`config.mk`:
```
export PLATFORM = sky130hd
export DESIGN_NAME = costas_flow_ctrl
export DESIGN_NICKNAME = d
export VERILOG_FILES = /design/src/rtl/costas_flow_pkg.sv /design/src/rtl/flow_valid_delay.sv /design/src/rtl/costas_flow_ctrl.sv
export SDC_FILE = /design/constraint.sdc
export NUM_CORES = 1
export LEC_CHECK = 0
export CORE_UTILIZATION = 50
export CTS_CLUSTER_DIAMETER = 150
export CTS_CLUSTER_SIZE = 16
export DETAILED_ROUTE_END_ITERATION = 12
export GPL_TIMING_DRIVEN = 0
export MAX_ROUTING_LAYER = met4
export PLACE_DENSITY = 0.89
export SLEW_MARGIN = 20
export SYNTH_ARGS = -nofsm -noshare
export SYNTH_HDL_FRONTEND = slang
export SYNTH_SLANG_ARGS = --single-unit
```
`constraint.sdc`:
```
create_clock -name clk -period 3.3 [get_ports clk]
set_input_delay 0.825 -clock clk [delete_from_list [all_inputs] [get_ports clk]]
set_output_delay 0.825 -clock clk [all_outputs]
set_load 0.02 [all_outputs]
```
`src/rtl/costas_flow_pkg.sv`:
```
// Shared state encoding and saturating-counter helper for the Costas-loop flow scheduler.
package costas_flow_pkg;

   typedef enum logic [2:0] {
      ST_IDLE      = 3'd0,
      ST_WAIT_FIFO = 3'd1,
      ST_PREFILL   = 3'd2,
      ST_RUN       = 3'd3,
      ST_DRAIN     = 3'd4
   } flow_state_e;

   localparam int unsigned SAT_W = 64;

   // Increment that sticks at max_val; callers widen their counter to SAT_W bits.
   function automatic logic [SAT_W-1:0] sat_inc(input logic [SAT_W-1:0] val,
                                                input logic [SAT_W-1:0] max_val);
      return (val >= max_val) ? val : val + SAT_W'(1);
   endfunction

endpackage

```
`src/rtl/flow_valid_delay.sv`:
```
// Valid-bit delay line matching the input-FIFO read plus Costas loop pipeline latency.
module flow_valid_delay #(
   parameter int unsigned DEPTH = 4
) (
   input  logic clk,
   input  logic rst_n,
   input  logic din,
   output logic dout
);

   logic [DEPTH-1:0] sr;

   // Truncating the concatenation drops the oldest bit, which also covers DEPTH == 1.
   always_ff @(posedge clk or negedge rst_n) begin
      if (!rst_n) begin
         sr <= '0;
      end else begin
         sr <= DEPTH'({sr, din});
      end
   end

   assign dout = sr[DEPTH-1];

endmodule

```
`src/rtl/costas_flow_ctrl.sv`:
```
// Flow scheduler for ADC -> input FIFO -> Costas loop -> output FIFO -> DAC, with
// latency-aligned output writes, output prefill, DAC read pacing and saturating statistics.
module costas_flow_ctrl
   import costas_flow_pkg::*;
#(
   parameter int unsigned DSP_LATENCY   = 4,
   parameter int unsigned PREFILL_DEPTH = 16,
   parameter int unsigned OUT_RATE_DIV  = 1,
   parameter int unsigned CNT_WIDTH     = 16
) (
   input  logic                 clk,
   input  logic                 rst_in,
   input  logic                 enable,
   input  logic                 clr_stats,
   input  logic                 in_almost_empty,
   input  logic                 in_rd_rst_busy,
   input  logic                 out_almost_full,
   input  logic                 out_almost_empty,
   output logic                 in_rd_en,
   output logic                 dsp_en,
   output logic                 out_wr_en,
   output logic                 out_rd_en,
   output logic [2:0]           state,
   output logic                 running,
   output logic [CNT_WIDTH-1:0] underrun_cnt,
   output logic [CNT_WIDTH-1:0] overflow_cnt
);

   localparam int unsigned DRAIN_W = (DSP_LATENCY > 1) ? $clog2(DSP_LATENCY) : 1;
   localparam int unsigned RATE_W  = (OUT_RATE_DIV > 1) ? $clog2(OUT_RATE_DIV) : 1;
   localparam int unsigned PRE_W   = $clog2(PREFILL_DEPTH + 1);
   localparam logic [SAT_W-1:0] CNT_MAX = (SAT_W'(1) << CNT_WIDTH) - SAT_W'(1);

   flow_state_e        state_q;
   flow_state_e        state_next;
   logic [PRE_W-1:0]   prefill_cnt;
   logic [DRAIN_W-1:0] drain_cnt;
   logic [RATE_W-1:0]  rate_cnt;
   logic               prefill_done;
   logic               drain_done;
   logic               slot;
   logic               underrun_evt;
   logic               overflow_evt;

   assign state = state_q;

   // Reads only while streaming and every FIFO flag permits it.
   assign in_rd_en = ((state_q == ST_PREFILL) || (state_q == ST_RUN)) &&
                     !in_almost_empty && !out_almost_full && !in_rd_rst_busy;
   assign dsp_en   = in_rd_en;

   flow_valid_delay #(
      .DEPTH (DSP_LATENCY)
   ) u_valid_delay (
      .clk   (clk),
      .rst_n (rst_in),
      .din   (in_rd_en),
      .dout  (out_wr_en)
   );

   // The write landing this cycle counts toward prefill, so RUN starts right after it.
   assign prefill_done = (32'(prefill_cnt) + 32'(out_wr_en)) >= 32'(PREFILL_DEPTH);
   assign drain_done   = (drain_cnt == DRAIN_W'(DSP_LATENCY - 1));

   assign slot         = (state_q == ST_RUN) && (rate_cnt == '0);
   assign out_rd_en    = slot && !out_almost_empty;
   assign underrun_evt = slot && out_almost_empty;
   assign overflow_evt = out_wr_en && out_almost_full;

   always_ff @(posedge clk or negedge rst_in) begin
      if (!rst_in) begin
         state_q <= ST_IDLE;
         running <= 1'b0;
      end else begin
         state_q <= state_next;
         running <= (state_next == ST_RUN);
      end
   end

   always_comb begin
      state_next = state_q;
      case (state_q)
         ST_IDLE: begin
            if (enable) state_next = ST_WAIT_FIFO;
         end
         ST_WAIT_FIFO: begin
            if (!enable)              state_next = ST_IDLE;
            else if (!in_rd_rst_busy) state_next = ST_PREFILL;
         end
         ST_PREFILL: begin
            if (!enable)          state_next = ST_DRAIN;
            else if (prefill_done) state_next = ST_RUN;
         end
         ST_RUN: begin
            if (!enable) state_next = ST_DRAIN;
         end
         ST_DRAIN: begin
            if (drain_done) state_next = ST_IDLE;
         end
         default: state_next = ST_IDLE;
      endcase
   end

   // Prefill write counter, restarted whenever a new run request is accepted.
   always_ff @(posedge clk or negedge rst_in) begin
      if (!rst_in) begin
         prefill_cnt <= '0;
      end else if ((state_q == ST_IDLE) && (state_next == ST_WAIT_FIFO)) begin
         prefill_cnt <= '0;
      end else if (out_wr_en && (prefill_cnt < PRE_W'(PREFILL_DEPTH))) begin
         prefill_cnt <= prefill_cnt + PRE_W'(1);
      end
   end

   always_ff @(posedge clk or negedge rst_in) begin
      if (!rst_in) begin
         drain_cnt <= '0;
      end else if (state_q == ST_DRAIN) begin
         drain_cnt <= drain_cnt + DRAIN_W'(1);
      end else begin
         drain_cnt <= '0;
      end
   end

   // DAC slot divider; parked at zero so the first RUN cycle is always a slot.
   always_ff @(posedge clk or negedge rst_in) begin
      if (!rst_in) begin
         rate_cnt <= '0;
      end else if (state_q == ST_RUN) begin
         rate_cnt <= (rate_cnt == RATE_W'(OUT_RATE_DIV - 1)) ? '0 : rate_cnt + RATE_W'(1);
      end else begin
         rate_cnt <= '0;
      end
   end

   always_ff @(posedge clk or negedge rst_in) begin
      if (!rst_in) begin
         underrun_cnt <= '0;
         overflow_cnt <= '0;
      end else if (clr_stats) begin
         underrun_cnt <= '0;
         overflow_cnt <= '0;
      end else begin
         if (underrun_evt) underrun_cnt <= CNT_WIDTH'(sat_inc(SAT_W'(underrun_cnt), CNT_MAX));
         if (overflow_evt) overflow_cnt <= CNT_WIDTH'(sat_inc(SAT_W'(overflow_cnt), CNT_MAX));
      end
   end

endmodule

```
==> summary.md <==
| Metric | Value |
|---|---|
| Outcome | completed |
| Vias | 2224 |
| Worst skew pair latency | 0.31 ns |
| Power Density | 346 nW/um^2 |
| Skew final | 0.00706 ns |
| Crit path capture type | primary output |
| Post-Synthesis Cell Area | 2540 sq um |
| Cells after synthesis | 251 |
| Area of the multi-input gates | 1290 sq um |
| CP Buf/Inv Count | 3 |
| Crit start category | input port |
| R2R setup slack | 1.22 ns |
| Post-synth EDFFs | 0 |
| Gr usage total | 24.3% |
| Post-Syn Area per Cell | 10.1 sq um |
| Max-Cap Viols | 0 |
| Library cells used by synthesis | 53 |
| Kind of critical path | input port to primary output |
| Post-synth top cells | 47 x dfrtp_1, 24 x a21oi_1, 22 x nor2_1 |
| Via density | 5.95 |
| Total global routing overflow | 0 |
| Global placer's final weighted congestion | 0.836 |
| FP Rows | 25 |
| HP Class | flip-flop to flip-flop |
| Worst flop-to-flop path startpoint | state[1]$_DFF_PN0_ |
| Layout cells sized above 1 | 12.1% |
| WL per Instance | 15.5 microns |
| Register Area | 1180 sq um |
| Number of buffers added for setup after CTS | 0 |
| Fmax | 309 MHz |
| Register area share after synthesis | 46.3% |
| Largest cells by area after synthesis | dfrtp_1 46%, a21oi_1 4.7%, mux2_2 4.0% |
| Global-route wire length before repair | 9560 microns |
| Post-DRT Antenna Nets | 0 |
| Syn_nets | 263 |
| Count of boundary I/O pins | 48 |
| Leak | 1.31 nW |
| Initial Utilization | 52.7% |
| Final HPWL DP | 4090 microns |
| DRC | 0 |
| Reg2Reg Depth | 6 |
| Cts bufs inserted | 5 |
| RSZ-0062 raised after global routing | no |
| CTS root buf | clkbuf_8 |
| Tcrit/Tclk final | 98.1% |
| Slew margin rel. | 51.9% |
| Number of inserted diodes | 0 |
| Finished Cell Area | 3220 sq um |
| Final hold viol count | 0 |
| Post-synth top area cell | dfrtp_1 |
| Critical Path End | in_rd_en |
| Worst path top cell family by delay | buffers and inverters |
| Floorplan core area | 4820 sq um |
| DR pass1 iterations | 4 |
| Count leader, synth | dfrtp_1 |
| Setup crit start | out_almost_full |
| Setup Viol. Count Final | 0 |
| Hold slack final | 0.357 ns |
| Measured slew at the worst slew-check pin | 0.715 ns |
| Levels on crit path | 4 |
| Initial DRC Count | 162 |
| Post-placement cell area | 3110 sq um |
| Vias in the first global route | 2145 |
| DIE WIDTH | 73.3 microns |
| H-tree levels | 2 |
| CTS clk-pin slew, worst paths | 0.10 ns |
| Initial antenna violation count | 0 |
| Post-synth top flop | dfrtp_1 |
| Post-synth top area share | 46.3% |
| Ys Warns | 0 |
| Maximum vdd drop | 0.223 mV |
| Synth async-reset ratio | 100% |
| Die Area | 5370 sq um |
| Min Tclk post-route | 3.24 ns |
| PortBufs | 47 |
| Number of nets in the layout | 318 |
| Area grow syn2layout | 26.7% |
| Largest net degree at the start of global routing | 29 |
| Crit path max-delay cell type | clkdlybuf4s50_1 |
| Crit-path max FO | 4 |
| Final wirelength | 5800 microns |
| Crit path DAT | 2.41 ns |
| Max incr delay on CP | 0.59 ns |
| Max Root-Sink Buffers | 2 |
| TritonCTS clock tree | yes |
| Clock sink count | 47 |
| CP most frequent cell | clkdlybuf4s50_1 |
| Crit-path cells | clkdlybuf4s50_1 -> nor4_4 -> buf_4 -> clkdlybuf4s50_1 |
| Required time of the critical path | 2.47 ns |
| Setup TNS | 0 ns |
| #FFs+latches synth | 47 |
| R2R Path End | underrun_cnt[14]$_DFFE_PN0P_ |
| Final slew viol count | 0 |
| # fillers | 394 |
| Die Ht | 73.3 microns |
==> worst min path at each step <==
stage / startpoint / to / slack, ns / cells after the start
finish: u_valid_delay.sr[0]$_DFF_PN0_ / u_valid_delay.sr[1]$_DFF_PN0_ / 0.36 / 0
global route: u_valid_delay.sr[0]$_DFF_PN0_ / u_valid_delay.sr[1]$_DFF_PN0_ / 0.36 / 0
CTS: u_valid_delay.sr[0]$_DFF_PN0_ / u_valid_delay.sr[1]$_DFF_PN0_ / 0.36 / 0
detailed placement: u_valid_delay.sr[0]$_DFF_PN0_ / u_valid_delay.sr[1]$_DFF_PN0_ / 0.34 / 0
global placement: u_valid_delay.sr[0]$_DFF_PN0_ / u_valid_delay.sr[1]$_DFF_PN0_ / 0.33 / 0
floorplan: u_valid_delay.sr[0]$_DFF_PN0_ / u_valid_delay.sr[1]$_DFF_PN0_ / 0.33 / 0
==> layout make-up <==
cell class / instances / share of cell area, %
clock buffer: 5 / 2.14
sequential: 47 / 36.6
tap: 67 / 2.61
inverter: 8 / 0.934
buffer: 9 / 1.71
clock inverter: 3 / 0.739
multi-input combinational: 187 / 40.2
timing repair buffer: 48 / 15.1
==> cells by family (layout without fill, tap and decap cells) <==
kind of cell	count (synthesis)	in the layout	share of synthesized area, %
AO/OA/AOI/OAI	53	53	12.8
AND/OR/NAND/NOR	115	115	29.3
buffers and inverters	17	73	3.35
flip-flops	47	47	46.3
multiplexers	13	13	5.62
XOR/XNOR	2	2	0.690
adder cells (fa/ha/maj)	4	4	1.97
==> per-layer routing <==
layer / wire [microns] / up-vias / GRT usage (%)
met5: 0 / - / -
met4: 65 / 0 / 10.0
met3: 238 / 6 / 5.62
met1: 2570 / 1100 / 29.5
met2: 2920 / 66 / 39.1
li1: - / 1052 / -
==> sequential cells by signal, summed over array words and instances, names as in the netlist <==
register,cells
drain_cnt,2
overflow_cnt,16
prefill_cnt,5
running,1
state,3
u_valid_delay.sr,4
underrun_cnt,16
==> per-stage QoR <==
step | instances | total power [mW] | worst slack (ns) | utilization (%)
CTS | 374 | 1.12 | 0.0484 | 66.6
finish | 374 | 1.11 | 0.0620 | 66.8
detailed placement | 366 | 0.754 | -0.0459 | 64.5
global placement | 365 | 0.744 | -0.00632 | 64.2
global route | 374 | 1.15 | 0.0438 | 66.8
floorplan | 251 | 0.685 | 0.522 | -
==> worst reg2reg max path: stages (launching register included) <==
cell	delay, ns
dfrtp_1	0.35
buf_2	0.20
and4b_1	0.20
buf_2	0.18
nand4_1	0.31
nor4b_1	0.36
mux2_2	0.37
==> power by group <==
group          switching, mW  total [mW]  internal (mW)
clock                  0.214       0.366          0.152
combinational         0.0820       0.140         0.0585
sequential            0.0139       0.605          0.591
==> layout by cell type, fill, tap and decap left out, drive strengths merged, types with 2 or more instances in the layout <==
cell / synthesis / routed
inv: 8 / 9
buf: 4 / 6
or4: 10 / 10
ha: 4 / 4
and2: 3 / 3
nor3: 6 / 6
and3: 3 / 3
clkinvlp: 0 / 2
a211oi: 3 / 3
o31ai: 11 / 11
nand4: 9 / 9
a41oi: 2 / 2
dfrtp: 47 / 47
a21oi: 24 / 24
and4b: 2 / 2
nor2: 22 / 22
mux2: 10 / 10
and4: 2 / 2
clkbuf: 3 / 8
nand2: 11 / 11
clkdlybuf4s50: 0 / 46
mux2i: 3 / 3
nor2b: 10 / 10
nor4b: 3 / 3
nand2b: 4 / 4
nand3: 8 / 8
o21ai: 10 / 10
or3: 12 / 12
nor4: 3 / 3
==> repair_timing <==
action,CTS,global route
hold buffers,0,0
endpoints found under the setup margin,1,1
resized for setup,1,1
Note: power is estimated with default switching activity, not from simulation.
